## src/rtl/riscv_pkg.sv

```systemverilog
// riscv_pkg: shared constants and types for the instruction fetch slice.
//   XLEN          - architectural register / address width
//   NOP_INSTR     - canonical NOP (addi x0, x0, 0), shown when no instruction is valid
//   *_LSB / *_W   - instruction field positions used to feed the controller
//   fetch_entry_t - one prefetched instruction word together with its PC
package riscv_pkg;

    localparam int XLEN = 32;

    localparam logic [XLEN-1:0] NOP_INSTR = 32'h0000_0013;

    localparam int OP_LSB     = 0;
    localparam int OP_W       = 7;
    localparam int FUNCT3_LSB = 12;
    localparam int FUNCT3_W   = 3;
    localparam int FUNCT7B5   = 30;

    typedef struct packed {
        logic [XLEN-1:0] word;
        logic [XLEN-1:0] pc;
    } fetch_entry_t;

endpackage

```

## src/rtl/fetch_fifo.sv

```systemverilog
// fetch_fifo: DEPTH-entry synchronous FIFO of fetch_entry_t.
//   clk, reset_n - clock, asynchronous active-low reset (clears pointers/count)
//   push, push_entry - write one entry (caller guarantees no overflow)
//   pop          - drop the head entry (caller guarantees not empty)
//   flush        - empty the FIFO; wins over push and pop in the same cycle
//   count        - number of valid entries (0..DEPTH)
//   head         - oldest entry; contents undefined while count == 0
module fetch_fifo
    import riscv_pkg::*;
#(
    parameter int DEPTH = 2,
    localparam int AW = $clog2(DEPTH),
    localparam int CW = $clog2(DEPTH + 1)
) (
    input  logic         clk,
    input  logic         reset_n,
    input  logic         push,
    input  fetch_entry_t push_entry,
    input  logic         pop,
    input  logic         flush,
    output logic [CW-1:0] count,
    output fetch_entry_t head
);

    fetch_entry_t  mem [DEPTH];
    logic [AW-1:0] rd_ptr;
    logic [AW-1:0] wr_ptr;

    // DEPTH is a power of two, so the pointers wrap naturally.
    always_ff @(posedge clk or negedge reset_n) begin
        if (!reset_n) begin
            rd_ptr <= '0;
            wr_ptr <= '0;
            count  <= '0;
        end else if (flush) begin
            rd_ptr <= '0;
            wr_ptr <= '0;
            count  <= '0;
        end else begin
            if (push) wr_ptr <= wr_ptr + 1'b1;
            if (pop)  rd_ptr <= rd_ptr + 1'b1;
            count <= count + CW'(push) - CW'(pop);
        end
    end

    // Storage holds data only; validity lives entirely in count.
    always_ff @(posedge clk) begin
        if (push && !flush) mem[wr_ptr] <= push_entry;
    end

    assign head = mem[rd_ptr];

endmodule

```

## src/rtl/fetch_unit.sv

```systemverilog
// fetch_unit: instruction fetch stage in front of the single-cycle controller.
// Owns the PC, issues in-order pipelined requests to a variable-latency
// instruction memory, buffers returned words in a prefetch FIFO and presents
// the head instruction (with PC and PC+4) to decode. redirect (PCSrc) flushes
// the stream and restarts fetch at redirect_target.
//   clk, reset_n                   - clock, asynchronous active-low reset
//   imem_req_valid/ready, imem_addr - fetch request channel
//   imem_rsp_valid, imem_rsp_data  - in-order response words
//   redirect, redirect_target      - PCSrc / PCTarget, qualified by instr_valid
//   instr_valid/ready, instr       - head instruction to decode
//   instr_pc, instr_pcplus4        - PC of head and PC+4
//   op, funct3, funct7b5           - controller decode fields of instr
//
// Handshakes: a transfer happens on a rising edge where valid and ready are
// both high. valid never depends on the same-cycle ready, and the payload is
// stable while valid is high. The response channel has no ready: every
// response is taken in the cycle it is presented.
module fetch_unit
    import riscv_pkg::*;
#(
    parameter logic [31:0] RESET_PC = 32'h0000_0000,
    parameter int          DEPTH    = 2
) (
    input  logic        clk,
    input  logic        reset_n,
    output logic        imem_req_valid,
    input  logic        imem_req_ready,
    output logic [31:0] imem_addr,
    input  logic        imem_rsp_valid,
    input  logic [31:0] imem_rsp_data,
    input  logic        redirect,
    input  logic [31:0] redirect_target,
    output logic        instr_valid,
    input  logic        instr_ready,
    output logic [31:0] instr,
    output logic [31:0] instr_pc,
    output logic [31:0] instr_pcplus4,
    output logic [6:0]  op,
    output logic [2:0]  funct3,
    output logic        funct7b5
);

    localparam int CW = $clog2(DEPTH + 1);

    logic [XLEN-1:0] fetch_pc;
    logic [CW-1:0]   inflight;
    logic [CW-1:0]   drop;
    logic [CW-1:0]   fifo_count;
    logic [CW:0]     credit_used;
    logic [CW-1:0]   inflight_next;
    fetch_entry_t    head;
    fetch_entry_t    push_entry;
    logic            req_fire;
    logic            redirect_fire;
    logic            push;
    logic            pop;
    logic            target_unused;

    // Every request either sits in memory or owns a FIFO slot, so the FIFO
    // can never overflow. Only registered state feeds this, keeping
    // imem_req_valid free of any path from decode. Held low during reset.
    assign credit_used    = {1'b0, inflight} + {1'b0, fifo_count};
    assign imem_req_valid = reset_n && (credit_used < (CW + 1)'(DEPTH));
    assign imem_addr      = fetch_pc;
    assign req_fire       = imem_req_valid && imem_req_ready;

    assign redirect_fire  = redirect && instr_valid;
    assign inflight_next  = inflight + CW'(req_fire) - CW'(imem_rsp_valid);

    // Responses owed to a flushed stream are swallowed while drop is nonzero.
    assign push            = imem_rsp_valid && (drop == '0);
    assign pop             = instr_valid && instr_ready && !redirect_fire;
    assign push_entry.word = imem_rsp_data;
    // Responses return in order, so the PC of the oldest live request is
    // the issue PC minus everything still ahead of it in memory.
    assign push_entry.pc   = fetch_pc - {{(XLEN - CW - 2){1'b0}}, inflight, 2'b00};

    assign target_unused  = ^redirect_target[1:0];

    always_ff @(posedge clk or negedge reset_n) begin
        if (!reset_n) begin
            fetch_pc <= RESET_PC;
            inflight <= '0;
            drop     <= '0;
        end else begin
            inflight <= inflight_next;
            if (redirect_fire) begin
                fetch_pc <= {redirect_target[31:2], 2'b00};
                // Everything still outstanding after this edge, including a
                // request accepted right now, belongs to the old stream.
                drop     <= inflight_next;
            end else begin
                if (req_fire) fetch_pc <= fetch_pc + 32'd4;
                if (imem_rsp_valid && (drop != '0)) drop <= drop - 1'b1;
            end
        end
    end

    fetch_fifo #(.DEPTH(DEPTH)) u_fifo (
        .clk        (clk),
        .reset_n    (reset_n),
        .push       (push),
        .push_entry (push_entry),
        .pop        (pop),
        .flush      (redirect_fire),
        .count      (fifo_count),
        .head       (head)
    );

    assign instr_valid   = (fifo_count != '0);
    assign instr         = instr_valid ? head.word : NOP_INSTR;
    assign instr_pc      = instr_valid ? head.pc : '0;
    assign instr_pcplus4 = instr_pc + 32'd4;
    assign op            = instr[OP_LSB +: OP_W];
    assign funct3        = instr[FUNCT3_LSB +: FUNCT3_W];
    assign funct7b5      = instr[FUNCT7B5];

endmodule

```

## config.mk

```make
export PLATFORM = sky130hd
export DESIGN_NAME = fetch_unit
export DESIGN_NICKNAME = d
export VERILOG_FILES = /design/src/rtl/riscv_pkg.sv /design/src/rtl/fetch_fifo.sv /design/src/rtl/fetch_unit.sv
export SDC_FILE = /design/constraint.sdc
export NUM_CORES = 1
export LEC_CHECK = 0
export ABC_CLOCK_PERIOD_IN_PS = 7200
export BUFFER_PORTS_ARGS = -buffer_cell sky130_fd_sc_hd__buf_2
export CAP_MARGIN = 0
export CORE_ASPECT_RATIO = 2
export CORE_MARGIN = 8
export CORE_UTILIZATION = 30
export CTS_BUF_LIST = sky130_fd_sc_hd__clkbuf_4 sky130_fd_sc_hd__clkbuf_8
export CTS_CLUSTER_SIZE = 10
export DETAILED_ROUTE_END_ITERATION = 16
export SLEW_MARGIN = 40
export SYNTH_ARGS = -nofsm -noshare
export SYNTH_HDL_FRONTEND = slang
export SYNTH_HIERARCHICAL = 1
export SYNTH_SLANG_ARGS = --single-unit
export TNS_END_PERCENT = 1
```

## constraint.sdc

```tcl
create_clock -name clk -period 7.2 [get_ports clk]
set_input_delay 1.08 -clock clk [delete_from_list [all_inputs] [get_ports clk]]
set_output_delay 1.08 -clock clk [all_outputs]
set_load 0.02 [all_outputs]
```

After elaboration in Yosys (flattened, before gate mapping)
Memory sizes are Yosys's and may differ from the RTL's.
Index checks and enable logic that the tools add are counted.
- output and inout port bits: 141
- ROM bits: 0
- memories: 1
- latch bits: 0
- bits in writable memories: 128
- register bits: 40
- input bits: 70
- logic and storage cells: 48
- memories (name ; depth ; bits a word ; read ports ; clocked after Yosys merged registers in ; write ports ; RTL line ; RTL):
    u_fifo.mem ; 2 ; 64 ; 1 ; 0 ; 1 ; fetch_fifo.sv:25 ; fetch_entry_t mem [DEPTH];
- reduce and logical (&&, ||, !) cells: 16
- $lt $le $gt $ge: 1
- bitwise logic cells: 0
- equal/unequal tests: 0
- $mul: 0
- add/subtract/negate cells: 11
- shifts and indexed selects: 0
- divide/modulo/power cells: 0
- multiplexer cells: 13
- operators with widths (kind ; count):
    two-way mux 32 bit ; 4
    adder 32 x 3 -> 32 bit, second input constant ; 2
    subtractor 32 x 4 -> 32 bit ; 1
    nonzero test 2 bit ; 6
    logical AND 1 bit ; 8
    two-way mux 1 bit ; 6
    two-way mux 2 bit ; 3
    adder 2 x 1 -> 2 bit ; 2
    subtractor 2 x 1 -> 2 bit ; 2
    adder 2 x 2 -> 3 bit ; 1
    less-than comparator 3 x 2 -> 1 bit, second input constant ; 1
    adder 1 bit, second input constant ; 2
    zero test 2 bit ; 1
    subtractor 2 x 1 -> 2 bit, second input constant ; 1
    zero test 1 bit ; 1

Longest topological paths before layout
- word-level depth: 7
- gate-level depth with buffers: 12
- mapped depth without buffers: 11

By module
The synthesis kept the hierarchy.
- by module, submodules not included (module ; area an instance (µm²) ; seq. area each (µm²) ; times used ; cells each):
    fetch_fifo ; 5031.1 ; 3943.8 ; 1 ; 216
    fetch_unit ; 3915.0 ; 850.8 ; 1 ; 499

Worst setup path after synthesis
OpenSTA, ideal clock, no wires.
- path kind: flip-flop to flip-flop
- start point: register u_fifo.count[1]
- end point: memory u_fifo/mem[0][0] (netlist name), enable pin
- clock period less this slack: 6.751 ns
- library setup time: 0.578 ns
- data arrival time: 6.173 ns
- cell stages (with the launch flop): 7
- setup slack: 0.449 ns
- required time: 6.622 ns
- buffers on the path: 1
- cells stage by stage: dfrtp_1 > nor2_1 > inv_1 > clkbuf_1 > nand2_1 > inv_1 > nor3b_1
- cells in the longest elaborated chain, start to end: 6
- ends and longest elaborated chain (what ; RTL line ; RTL):
    from (decl) ; fetch_fifo.sv:21 ; output logic [CW-1:0] count,
    from (signal assigned) ; fetch_fifo.sv:42 ; count <= count + CW'(push) - CW'(pop);
    nonzero test 2 bit ; fetch_unit.sv:110 ; assign instr_valid = (fifo_count != '0);
    logical AND 1 bit ; fetch_unit.sv:67 ; assign redirect_fire = redirect && instr_valid;
    named net redirect_fire ; fetch_unit.sv:54 ; logic redirect_fire;
    zero test 1 bit ; fetch_fifo.sv:48 ; if (push && !flush) mem[wr_ptr] <= push_entry;
    logical AND 1 bit ; fetch_fifo.sv:48 ;
    two-way mux 1 bit ; fetch_fifo.sv:48 ;
    two-way mux 1 bit (not written as such) ; fetch_fifo.sv:48 ;
    to (decl) ; fetch_fifo.sv:25 ;
The timed path passes the listed nets, and every way through them passes these cells.

==> flow_summary.ini <==
[clock_tree]
cts_max_level = 4
numCtsBuffers = 17
cts.clk_slew.worst_paths_ns = 0.09
post_cts_resized = 0
postCtsHoldBufs = 0
post_cts_buffers = 0
cts-root-buf = clkbuf_8
insertion_delay_ns = 0.47
cts.sinks = 166
cts_max_path_buffers = 2
cts_tree = done

[place]
place_congestion = 0.773
dp.final_hpwl_um = 17200
pre_cts_ws_ns = 2.72
port_buffers = 206

[die]
die-width_um = 138
dieArea_um2 = 35900
fp.dieH_um = 260
initial_core_util = 0.304
ios = 211
core_um2 = 29400
row_count = 89

[detailed_routing]
ant_nets = 0
drt-total-wl_um = 22700
avgViaCountPerCell = 4.61
dr.pass1.iters = 4
drt_iter0_drc = 299
drc = 0
wl_per_cell_um = 17.8
vias = 5873

[flow_run]
cap_violations = 0

[logic_synthesis]
synth-seq-cells = 166
synthCells = 715
avgSynthCellArea_um2 = 12.5
synth_cell_type_count = 53
yosysWarnings = 6
synth_seq_area_share = 0.536
synthesis.area_um2 = 8950

[critical_path]
worstPathMaxFanout = 43
crit_type = register to primary output
reg2reg_depth = 8
rr_startpoint = u_fifo/count[1]
setup.worst_path.start = u_fifo/rd_ptr
cp_data_arrival_time_ns = 3.87
worstSetupEndpointType = primary output
worstPathRequired_ns = 6.12
crit_path_start_kind = register

[timing]
relSlewSlack = 0.463
setup_viol = 0
drv_slew = 0
setup-tns-final_ns = 0
rsz0062_at_grt = no
fin_ws_ns = 2.25
hold_viol = 0
worst_pin_slew_ns = 0.805
skew_ns = 0.0199
period_minus_slack_ns = 4.95
max_freq_mhz = 202
fin_crit_sh = 0.687

[grt]
grt_max_degree = 65
antenna_found_initial = 2
first_global_vias = 6282
met3_usage = 0.0353
grtUsageMet1 = 0.123
grt_first_pass_wirelength_um = 35400
met2_usage = 0.241
gr-total-overflow = 0
grt_usage = 0.127
gr-max-usage-layer = met2

[worst_hold_path]
hp-class = input port to asynchronous set/reset pin

[power]
p_per_area_nw_per_um2 = 415
leakage_nw = 4.18
ir_drop_uv = 126

[run_status]
outcome = finished, final reports clean

[finish]
area_growth_pct = 17.8
drive_gt1_frac = 0.384
fill_cells = 2917
fin_nets = 977
## cells in the mapped netlist, drive strengths merged
cell	instances	share of area
a2111oi	1	0.0031
a21oi	33	0.020
a31oi	1	0.00070
and2	60	0.042
and2b	1	0.00084
and3	9	0.0064
and3b	1	0.00098
and4	2	0.0021
and4bb	1	0.0014
buf	35	0.033
clkbuf	21	0.013
conb	1	0.00042
dfrtp	38	0.11
edfxtp	128	0.43
fa	2	0.0045
ha	9	0.013
inv	23	0.0097
mux2	64	0.10
nand2	30	0.013
nand2b	6	0.0042
nand3	29	0.017
nand4	18	0.013
nor2	56	0.024
nor2b	2	0.0014
nor3	23	0.018
nor3b	5	0.0053
nor4	14	0.016
o21a	1	0.00084
o21ai	4	0.0022
or2	2	0.0014
or3	3	0.0032
or4	4	0.0038
xnor2	65	0.064
xnor3	1	0.0025
xor2	22	0.022
## stage by stage
step           std cells  instance area [um^2]  utilization  power (mW)  hold WS (ns)
4_1_cts             1273                 10500        0.358        4.46         0.547
3_3_place_gp        1241                 10100        0.344        3.72         0.549
6_report            1275                 10500        0.359        4.38         0.563
2_1_floorplan        720                  8960            -        3.14         0.517
3_5_place_dp        1241                 10100        0.344        3.76         0.549
5_1_grt             1275                 10500        0.359        4.67         0.566
## logic make-up after synthesis
family / share of synthesized area
AND/OR/NAND/NOR: 0.174
flip-flops: 0.536
XOR/XNOR: 0.0877
buffers and inverters: 0.0564
multiplexers: 0.102
AO/OA/AOI/OAI: 0.0266
adder cells (fa/ha/maj): 0.0171
other: 0.000419
## registers in the layout, indices dropped and copies added, names as in the netlist
register and count:
drop 2, imem_addr 30, inflight 2, u_fifo/count 2
u_fifo/mem 128, u_fifo/rd_ptr 1, u_fifo/wr_ptr 1
## area by class of cell
| type | count | area, um^2 | share of cell area |
|---|---|---|---|
| Clock inverter | 10 | 120 | 0.0114 |
| Multi-Input combinational cell | 475 | 3690 | 0.350 |
| Timing Repair Buffer | 213 | 1090 | 0.104 |
| Sequential cell | 166 | 4800 | 0.455 |
| Tap cell | 364 | 455 | 0.0432 |
| Inverter | 23 | 86.3 | 0.00819 |
| Clock buffer | 22 | 290 | 0.0275 |
| Antenna cell | 2 | 5.00 | 0.000475 |
## power by group
part | switching (mW) | leakage [nW] | internal, mW | total, mW
registers | 0.307 | 1.58 | 1.30 | 1.61
logic | 1.27 | 2.39 | 0.815 | 2.08
clock network | 0.337 | 0.215 | 0.346 | 0.683
total | 1.91 | 4.18 | 2.46 | 4.38
## critical path, stage by stage, from the launching register on
cell,delay (ns)
dfrtp_4,0.94
buf_4,0.51
mux2_4,0.24
and3_1,0.23
nand4_1,0.25
nor4_4,0.56
nand4_1,0.23
xnor2_1,0.18
buf_2,0.19
## final timing paths
| kind | to | slack (ns) |
|---|---|---|
| worst min-delay path | imem_addr[6] | 0.56 |
| worst max register to register | u_fifo/mem[0][40] | 4.04 |
| worst max-delay path | instr_pcplus4[25] | 2.25 |
| min in group clk | inflight[0] | 0.56 |
| worst min register to register | inflight[0] | 0.56 |
| max in group asynchronous | u_fifo/rd_ptr | 6.23 |
## layout by cell type (no fill, tap or decap), types with 27 or more instances in the layout
cell type	Yosys	final
buf_2	4	205
edfxtp_1	128	128
xnor2_1	65	65
and2_1	60	60
nor2_1	55	55
mux2_4	50	50
dfrtp_1	38	37
a21oi_1	30	30
nand2_1	30	29
nand3_1	27	27
## routing by layer
layer	wire length [um]	vias up
li1	-	2845
met1	8310	2848
met2	12700	149
met3	1050	31
met4	651	0
met5	0	-
Note: power is estimated with default switching activity, not from simulation.
